--- config.mk ---
export PLATFORM = sky130hd
export DESIGN_NAME = instr_fetch_stage
export DESIGN_NICKNAME = d
export VERILOG_FILES = /design/src/rtl/instr_fetch_stage.sv
export SDC_FILE = /design/constraint.sdc
export NUM_CORES = 1
export LEC_CHECK = 0
export CAP_MARGIN = 10
export CORE_MARGIN = 5
export CORE_UTILIZATION = 35
export CTS_CLUSTER_DIAMETER = 100
export CTS_CLUSTER_SIZE = 25
export DETAILED_ROUTE_END_ITERATION = 8
export PLACE_DENSITY = 0.66
export SYNTH_ARGS = -nofsm -noshare
export SYNTH_HDL_FRONTEND = slang
export SYNTH_SLANG_ARGS = --single-unit
--- constraint.sdc ---
create_clock -name clk -period 11.7 [get_ports clk]
set_input_delay 1.17 -clock clk [delete_from_list [all_inputs] [get_ports clk]]
set_output_delay 1.17 -clock clk [all_outputs]
set_load 0.01 [all_outputs]
--- src/rtl/instr_fetch_stage.sv ---
// rtl/instr_fetch_stage.sv - IF stage: PC, imem addressing, IF/ID register, stall/redirect/halt.
// Optional early jump resolution in fetch is enabled by defining JUMP_EARLY_EN.
module instr_fetch_stage #(
    parameter logic [31:0] RESET_PC   = 32'h0000_0000,
    parameter int          IMEM_DEPTH = 64,
    localparam int         AW         = $clog2(IMEM_DEPTH)
) (
    input  logic          clk,
    input  logic          reset,
    output logic [AW-1:0] imem_addr,
    input  logic [31:0]   imem_rdata,
    input  logic          stall,
    input  logic          redirect_valid,
    input  logic [31:0]   redirect_pc,
    output logic          if_id_valid,
    output logic [31:0]   if_id_instr,
    output logic [31:0]   if_id_pc,
    output logic          early_jump,
    output logic          halted,
    output logic [31:0]   pc,
    output logic [31:0]   fetch_count
);

    typedef enum logic {RUN = 1'b0, HALT = 1'b1} state_t;

    localparam logic [31:0] END_MARKER = 32'hFFFF_FFFF;

    state_t      state, state_d;
    logic [31:0] pc_d, instr_d, ifpc_d, cnt_d;
    logic        valid_d, ej_q, ej_d;
    logic        marker;

    assign imem_addr   = pc[AW+1:2];
    assign halted      = (state == HALT);
    assign early_jump  = ej_q;

    // A misaligned or out-of-range PC is treated exactly like fetching the marker word.
    assign marker = (imem_rdata == END_MARKER) || (pc[31:AW+2] != '0) || (pc[1:0] != 2'b00);

    always_comb begin
        state_d = state;
        pc_d    = pc;
        valid_d = if_id_valid;
        instr_d = if_id_instr;
        ifpc_d  = if_id_pc;
        cnt_d   = fetch_count;
        ej_d    = ej_q;
        if (redirect_valid) begin
            pc_d    = redirect_pc;
            valid_d = 1'b0;
            ej_d    = 1'b0;
            state_d = RUN;
        end else if (!stall) begin
            case (state)
                RUN: begin
                    valid_d = 1'b1;
                    ifpc_d  = pc;
                    cnt_d   = fetch_count + 32'd1;
                    ej_d    = 1'b0;
                    if (marker) begin
                        instr_d = END_MARKER;
                        state_d = HALT;
                    end else begin
                        instr_d = imem_rdata;
                        pc_d    = pc + 32'd4;
`ifdef JUMP_EARLY_EN
                        if (imem_rdata[31:26] == 6'b000010) begin
                            pc_d = {pc[31:28], imem_rdata[25:0], 2'b00};
                            ej_d = 1'b1;
                        end
`endif
                    end
                end
                HALT: valid_d = 1'b0;
            endcase
        end
    end

    always_ff @(posedge clk or posedge reset) begin
        if (reset) begin
            state       <= RUN;
            pc          <= RESET_PC;
            if_id_valid <= 1'b0;
            if_id_instr <= 32'h0;
            if_id_pc    <= 32'h0;
            ej_q        <= 1'b0;
            fetch_count <= 32'h0;
        end else begin
            state       <= state_d;
            pc          <= pc_d;
            if_id_valid <= valid_d;
            if_id_instr <= instr_d;
            if_id_pc    <= ifpc_d;
            ej_q        <= ej_d;
            fetch_count <= cnt_d;
        end
    end

endmodule

==> results of run 1 <==
## registers in the layout, summed over array words and instances, names as in the netlist
signal,count
if_id_valid,1
if_id_pc,32
if_id_instr,32
halted,1
pc,32
fetch_count,32
## worst reg2reg max path, stage by stage, from the launching register on
cell and delay [ns]:
sky130_fd_sc_hd__dfrtp_1 0.39, sky130_fd_sc_hd__nor4_1 0.39, sky130_fd_sc_hd__nand3_1 0.34, sky130_fd_sc_hd__a211oi_4 0.40, sky130_fd_sc_hd__nand2_4 0.28, sky130_fd_sc_hd__o22a_1 0.31
## layout make-up
class / count / area [µm²]
Clock buffer: 22 / 484.2
Clock inverter: 6 / 57.56
Fill cell: 1303 / 7098
Inverter: 7 / 28.78
Multi-Input combinational cell: 233 / 1996
Sequential cell: 130 / 3253
Tap cell: 188 / 235.2
Timing Repair Buffer: 206 / 2049
## metrics by stage
| step | utilization | power (W) |
|---|---|---|
| after floorplan | - | 0.0006252 |
| after global placement | 0.4974 | 0.0007665 |
| after detailed placement | 0.4974 | 0.0007712 |
| after CTS | 0.5331 | 0.001268 |
| after global routing | 0.5331 | 0.001306 |
| final | 0.5331 | 0.001251 |
## where the power goes
part	switching, W	leakage, nW	internal (W)
logic	0.0000861	1.47	0.000138
registers	0.0000393	1.49	0.000496
clock network	0.000183	0.269	0.000308
## synthesized netlist by cell type (all sizes together), types with 3 or more instances
cell type  instances
nand3             15
o22a              32
inv                7
xnor2             22
and4               6
nand2             17
nor3               7
mux2              59
clkbuf            12
dfrtp            130
nand4             15
nor2              11
a2111oi            3
xor2              13
nor4              10
and3               4
buf               12
o21ai              5
## kinds of logic after synthesis
family | count (synthesis) | share of synthesized area
compound gates | 45 | 0.07516
simple gates | 90 | 0.1059
fa+ha+maj | 2 | 0.004625
buf+inv | 31 | 0.03099
mux | 60 | 0.1247
xor+xnor | 35 | 0.05666
other cells | 1 | 0.0006931
flops | 130 | 0.6013
## worst max path at each step
stage           from              end  slack [ns]  cells after the start
2_1_floorplan  reset   fetch_count[0]        7.06                      1
3_3_place_gp   stall  if_id_instr[25]        8.34                      6
3_5_place_dp   stall   if_id_instr[9]        8.24                      6
4_1_cts        stall   if_id_instr[9]        8.69                      6
5_1_grt        stall   if_id_instr[9]        8.58                      6
6_report       stall   if_id_instr[9]        8.69                      6
## layer usage
layer  track usage  wire, µm  vias to the layer above
li1              -         -                     1819
met1        0.2008      6170                     2033
met2        0.2511      6724                      154
met3       0.06077      1219                       19
met4       0.05317       175                        0
met5             0         0                        -
==> qor_table.md, run 1 <==
| Item | This run | Unit |
| --- | --- | --- |
| Outcome | finished clean | - |
| Count of standard-cell rows | 45 | - |
| Share of the clock period used by the worst path after layout | 0.2571 | - |
| Total vias in the final route | 4025 | - |
| IO buf count | 203 | - |
| Kind of capture point of the worst setup path | flop | - |
| Die Height | 134.3 | µm |
| Via density | 5.082 | - |
| Overall overflow remaining after global route | 0 | - |
| Num Clock Sinks | 130 | - |
| Syn Std Cell Area | 5410 | µm² |
| Area added between synthesis and finish | 49.79 | % |
| Top cells by area, synth | sky130_fd_sc_hd__dfrtp_1 (60%), sky130_fd_sc_hd__mux2_2 (12%), sky130_fd_sc_hd__o22a_1 (5.2%), sky130_fd_sc_hd__xnor2_1 (3.6%), sky130_fd_sc_hd__xor2_1 (2.1%) | - |
| Total power per unit cell area | 154.3 | nW/µm² |
| Post-synthesis area per instance | 13.73 | µm² |
| Achievable Freq | 332.4 | MHz |
| FF-to-FF setup slack | 9.48 | ns |
| CP max-delay cell | sky130_fd_sc_hd__clkdlybuf4s50_1 | - |
| H-Tree Level Count | 4 | - |
| Critical path arrival | 3.29 | ns |
| Worst vdd ir | 98.79 | µV |
| Cell accounting for the most synthesized area | sky130_fd_sc_hd__dfrtp_1 | - |
| Antenna-violating nets left | 0 | - |
| Crit Reg-Reg Endpoint | if_id_instr[9] | - |
| Die W | 134.3 | µm |
| Critical path start-end classification | in -> reg | - |
| Placeable core region | 15200 | µm² |
| Cells along the critical path | clkdlybuf4s50_1 -> nor4_2 -> nand4_2 -> a211oi_4 -> nand2_4 -> o22a_1 | - |
| First-pass GRT wire length | 22.86 | mm |
| Number of hold buffers added after CTS | 0 | - |
| Cell area after placement | 7562 | µm² |
| Share of layout cells above drive strength 1 | 0.1755 | - |
| Top-Level Pins | 205 | - |
| Slew at the pin with the worst max-slew slack | 0.9460 | ns |
| Cells after DPL | 764 | - |
| Ant diodes | 0 | - |
| Post-route non-filler standard cell count | 792 | - |
| Largest net degree at the start of global routing | 74 | - |
| Root cell of the clock tree | sky130_fd_sc_hd__clkbuf_16 | - |
| Count of yosys warnings during synthesis | 0 | - |
| Slack of the critical path | 8.692 | ns |
| Worst-Skew Late Latency | 0.41 | ns |
| Cells after Synth | 394 | - |
| Estimated wirelength of the detail-placed design | 10.02 | mm |
| Router iterations before antenna repair | 5 | - |
| Proportion of netlist area held by the largest area contributor | 0.6013 | - |
| Distinct cell type count after synthesis | 40 | - |
| 1st-iter DRT viols | 222 | - |
| Max capacitance violation total | 0 | - |
| Synthesized net count | 464 | - |
| Final instance area | 8104 | µm² |
| Leak | 3.225 | nW |
| Path type of the worst min-delay path | reg -> reg | - |
| Final Hold Fails | 0 | - |
| Count of flip-flops with a built-in enable after synthesis | 0 | - |
| Worst hold start | fetch_count[31] | - |
| Maximum root-to-sink buffer count | 2 | - |
| Sum Neg Setup Slack | 0 | ns |
| Leading cell type in the layout, fill and taps excluded | sky130_fd_sc_hd__clkdlybuf4s50_1 | - |
| Crit path time final | 3.008 | ns |
| Max transition margin | 0.3693 | - |
| Full die area | 18040 | µm² |
| Number of setup violations in the final report | 0 | - |
| Hold worst-path end | fetch_count[31] | - |
| Clock input transition at the sequential cells of the worst setup and hold paths | 0.06 | ns |
| Worst path top cell family by delay | simple AND/OR/NAND/NOR gates | - |
| WP data required | 11.99 | ns |
| Via count of the first global-routing pass | 4277 | - |
| Slowest Stage Delay on Critical Path | 0.57 | ns |
| Clock Skews | 0.005055 | ns |
| Total Routed Length | 14.29 | mm |
| Wire length per cell | 18.04 | µm |
| Synthesized flop and latch total | 130 | - |
| Peak fanout along the critical path | 32 | - |
| RSZ-0062 raised after global routing | no | - |
| Crit path buf inv count | 1 | - |
| Hold WS | 0.4722 | ns |
| Fin. max-slew vios | 0 | - |
| Number of buffers inserted by post-CTS setup repair | 0 | - |
| Seq/Total Area, Yosys | 0.6013 | - |
| Number of DRC violations after detailed routing | 0 | - |
| Ys flop type | sky130_fd_sc_hd__dfrtp_1 | - |
| Post-CTS resize count | 0 | - |
| Inserted Clock Buffers | 17 | - |
| Final weighted congestion in routability-driven placement | 0.7862 | - |
| Beginning of the worst register-to-register path | pc[20] | - |
| TritonCTS clock tree | done | - |
| Nature of the critical path startpoint | primary input | - |
| Initial antenna violation count | 0 | - |
| Effective utilization at floorplan | 0.3559 | - |
| Number of cells traversed by the worst hold path | 1 | - |
| Register-to-Register Path Depth | 5 | - |
| Async set or reset register ratio after synthesis | 1.000 | - |
| Top library cells by usage in the layout, fill and taps aside | sky130_fd_sc_hd__clkdlybuf4s50_1 (202), sky130_fd_sc_hd__dfrtp_1 (130), sky130_fd_sc_hd__mux2_2 (59) | - |
| Gr usage total | 0.1588 | - |
| Total Nets Final | 665 | - |
| Worst Setup Slack post-DPL | 8.237 | ns |
(Power assumes the default switching activity.)
==> run 2, diff against run 1 <==
clock period = 3 ns   (was 11.7 ns; I/O delays follow)
==> qor_table.md, run 2 (synthesized netlist as in run 1, its figures left out) <==
| Item | This run | Unit | Delta |
| --- | --- | --- | --- |
| Outcome | finished clean | - |  |
| TritonCTS clock tree | done | - |  |
| Critical path start-end classification | reg -> reg | - |  |
| Area added between synthesis and finish | 53.08 | % |  |
| Post-route non-filler standard cell count | 800 | - | +1.0% |
| Maximum root-to-sink buffer count | 2 | - | unchanged |
| Post-CTS resize count | 0 | - | unchanged |
| Root cell of the clock tree | sky130_fd_sc_hd__clkbuf_16 | - |  |
| Total Nets Final | 669 | - | +0.60% |
| Peak fanout along the critical path | 32 | - | unchanged |
| Final Hold Fails | 0 | - | unchanged |
| Top-Level Pins | 205 | - | unchanged |
| Critical path arrival | 2.50 | ns | -0.79 ns |
| Clock input transition at the sequential cells of the worst setup and hold paths | 0.05 | ns | about the same |
| Net switching component of the power | 0.001228 | W | +300% |
| Total vias in the final route | 4006 | - | -0.47% |
| H-Tree Level Count | 4 | - | unchanged |
| Final weighted congestion in routability-driven placement | 0.8044 | - | +2.3% |
| Share of layout cells above drive strength 1 | 0.1846 | - | +0.009144 |
| Logic gate share of total power | 0.168 | - | -0.011 |
| Num Clock Sinks | 130 | - | unchanged |
| WP data required | 3.29 | ns | -8.70 ns |
| Largest net degree at the start of global routing | 68 | - | -8.1% |
| Via density | 5.008 | - | -1.5% |
| Share of the clock period used by the worst path after layout | 0.7379 | - |  |
| Slew at the pin with the worst max-slew slack | 0.7439 | ns | -0.2021 ns |
| CP max-delay cell | sky130_fd_sc_hd__dfrtp_1 | - |  |
| Inserted Clock Buffers | 17 | - | unchanged |
| Worst vdd ir | 344.6 | µV | +250% |
| Kind of capture point of the worst setup path | flop | - |  |
| Die Height | 134.3 | µm | unchanged |
| Clock Skews | 0.008889 | ns | +0.003834 ns |
| Overall overflow remaining after global route | 0 | - | unchanged |
| Effective utilization at floorplan | 0.3559 | - | unchanged |
| Achievable Freq | 451.7 | MHz |  |
| Leak | 3.298 | nW | +2.3% |
| Total power per unit cell area | 636.1 | nW/µm² | +310% |
| Part of the total power dissipated in sequential elements | 0.397 | - | -0.031 |
| Number of hold buffers added after CTS | 0 | - | unchanged |
| Sum Neg Setup Slack | 0 | ns | unchanged |
| Leading cell type in the layout, fill and taps excluded | sky130_fd_sc_hd__clkdlybuf4s50_1 | - |  |
| RSZ-0062 raised after global routing | no | - |  |
| Internal Dissipation | 0.004040 | W | +330% |
| Wire length per cell | 17.97 | µm | -0.39% |
| Worst-Skew Late Latency | 0.41 | ns | about the same |
| Number of DRC violations after detailed routing | 0 | - | unchanged |
| Fill cells | 1301 | - | -0.15% |
| Antenna-violating nets left | 0 | - | unchanged |
| Count of standard-cell rows | 45 | - | unchanged |
| 1st-iter DRT viols | 166 | - | -25% |
| Crit path buf inv count | 0 | - | -1 |
| Number of buffers inserted by post-CTS setup repair | 0 | - | unchanged |
| Slowest Stage Delay on Critical Path | 0.41 | ns | -0.16 ns |
| Die W | 134.3 | µm | unchanged |
| First-pass GRT wire length | 23.93 | mm | +4.7% |
| Crit path time final | 2.214 | ns |  |
| Ant diodes | 0 | - | unchanged |
| Estimated wirelength of the detail-placed design | 10.49 | mm | +4.7% |
| Path type of the worst min-delay path | in -> async | - |  |
| Top library cells by usage in the layout, fill and taps aside | sky130_fd_sc_hd__clkdlybuf4s50_1 (202), sky130_fd_sc_hd__dfrtp_1 (130), sky130_fd_sc_hd__mux2_2 (59) | - |  |
| Nature of the critical path startpoint | flop | - |  |
| IO buf count | 203 | - | unchanged |
| Total Routed Length | 14.38 | mm | +0.62% |
| Max transition margin | 0.5030 | - | +0.1337 |
| Gr usage total | 0.1674 | - | +0.008673 |
| Max capacitance violation total | 0 | - | unchanged |
| Placeable core region | 15200 | µm² | unchanged |
| Cells after DPL | 768 | - | +0.52% |
| Fin. max-slew vios | 0 | - | unchanged |
| Cells along the critical path | nor4_1 -> nand3_1 -> a211oi_4 -> nand2_4 -> o22a_1 | - |  |
| Net switching share of the total power | 0.2330 | - | -0.01376 |
| Router iterations before antenna repair | 4 | - | -1 |
| Number of setup violations in the final report | 0 | - | unchanged |
| Worst path top cell family by delay | simple AND/OR/NAND/NOR gates | - |  |
| Initial antenna violation count | 0 | - | unchanged |
| Full die area | 18040 | µm² | unchanged |
| Proportion of power drawn by the clock network | 0.435 | - | +0.042 |
| Via count of the first global-routing pass | 4420 | - | +3.3% |
[run 2: worst paths after layout]
check	to	depth (start not counted)	slack, ns	start
hold / removal	fetch_count[10]	2	0.36	reset
setup / recovery	if_id_instr[10]	5	0.79	pc[21]
min in group clk	fetch_count[3]	4	0.41	redirect_valid
setup reg to reg	if_id_instr[10]	5	0.79	pc[21]
hold reg to reg	fetch_count[31]	1	0.48	fetch_count[31]
max in group asynchronous	pc[7]	3	1.85	reset
[run 2: area by class of cell]
cell class | instances | area, µm² | area share
clock inverter | 9 | 175.2 | 0.02115
sequential | 130 | 3253 | 0.3928
tap | 188 | 235.2 | 0.02840
clock buffer | 23 | 488.0 | 0.05892
multi-input combinational | 233 | 1996 | 0.2410
timing repair buffer | 210 | 2105 | 0.2541
inverter | 7 | 30.03 | 0.003626
[run 2: routing by layer]
metal | routed length (µm) | track usage | vias up
met1 | 6084 | 0.2090 | 2019
met3 | 1257 | 0.06677 | 18
met5 | 0 | 0 | -
met4 | 202 | 0.05939 | 0
met2 | 6833 | 0.2642 | 139
li1 | - | - | 1830
[run 2: worst register-to-register path, delay by kind of cell (launching register included)]
family | cells | cell delay [ns]
DFF | 1 | 0.41
AOI/OAI and AO/OA | 2 | 0.69
and+or+nand+nor | 3 | 0.99
[run 2: power by group through the flow]
stage	clock network, W	logic (W)	registers (W)
6_report	0.00229	0.000886	0.00209
5_1_grt	0.00243	0.000954	0.00212
4_1_cts	0.00234	0.000904	0.00209
3_5_place_dp	0	0.000898	0.00212
3_3_place_gp	0	0.000889	0.00211
2_1_floorplan	0	0.000264	0.00217
[run 2: stage by stage]
stage / setup slack (ns) / total power, W / util / area (µm²) / hold WS (ns)
floorplan: 1.091 / 0.002439 / - / 5414 / 0.4210
finish: 0.7862 / 0.005268 / 0.5448 / 8282 / 0.3612
global route: 0.5811 / 0.005512 / 0.5448 / 8282 / 0.4083
global placement: 0.6817 / 0.002999 / 0.5012 / 7619 / 0.4643
CTS: 0.6960 / 0.005341 / 0.5448 / 8282 / 0.3681
detailed placement: 0.6197 / 0.003020 / 0.5012 / 7619 / 0.4674
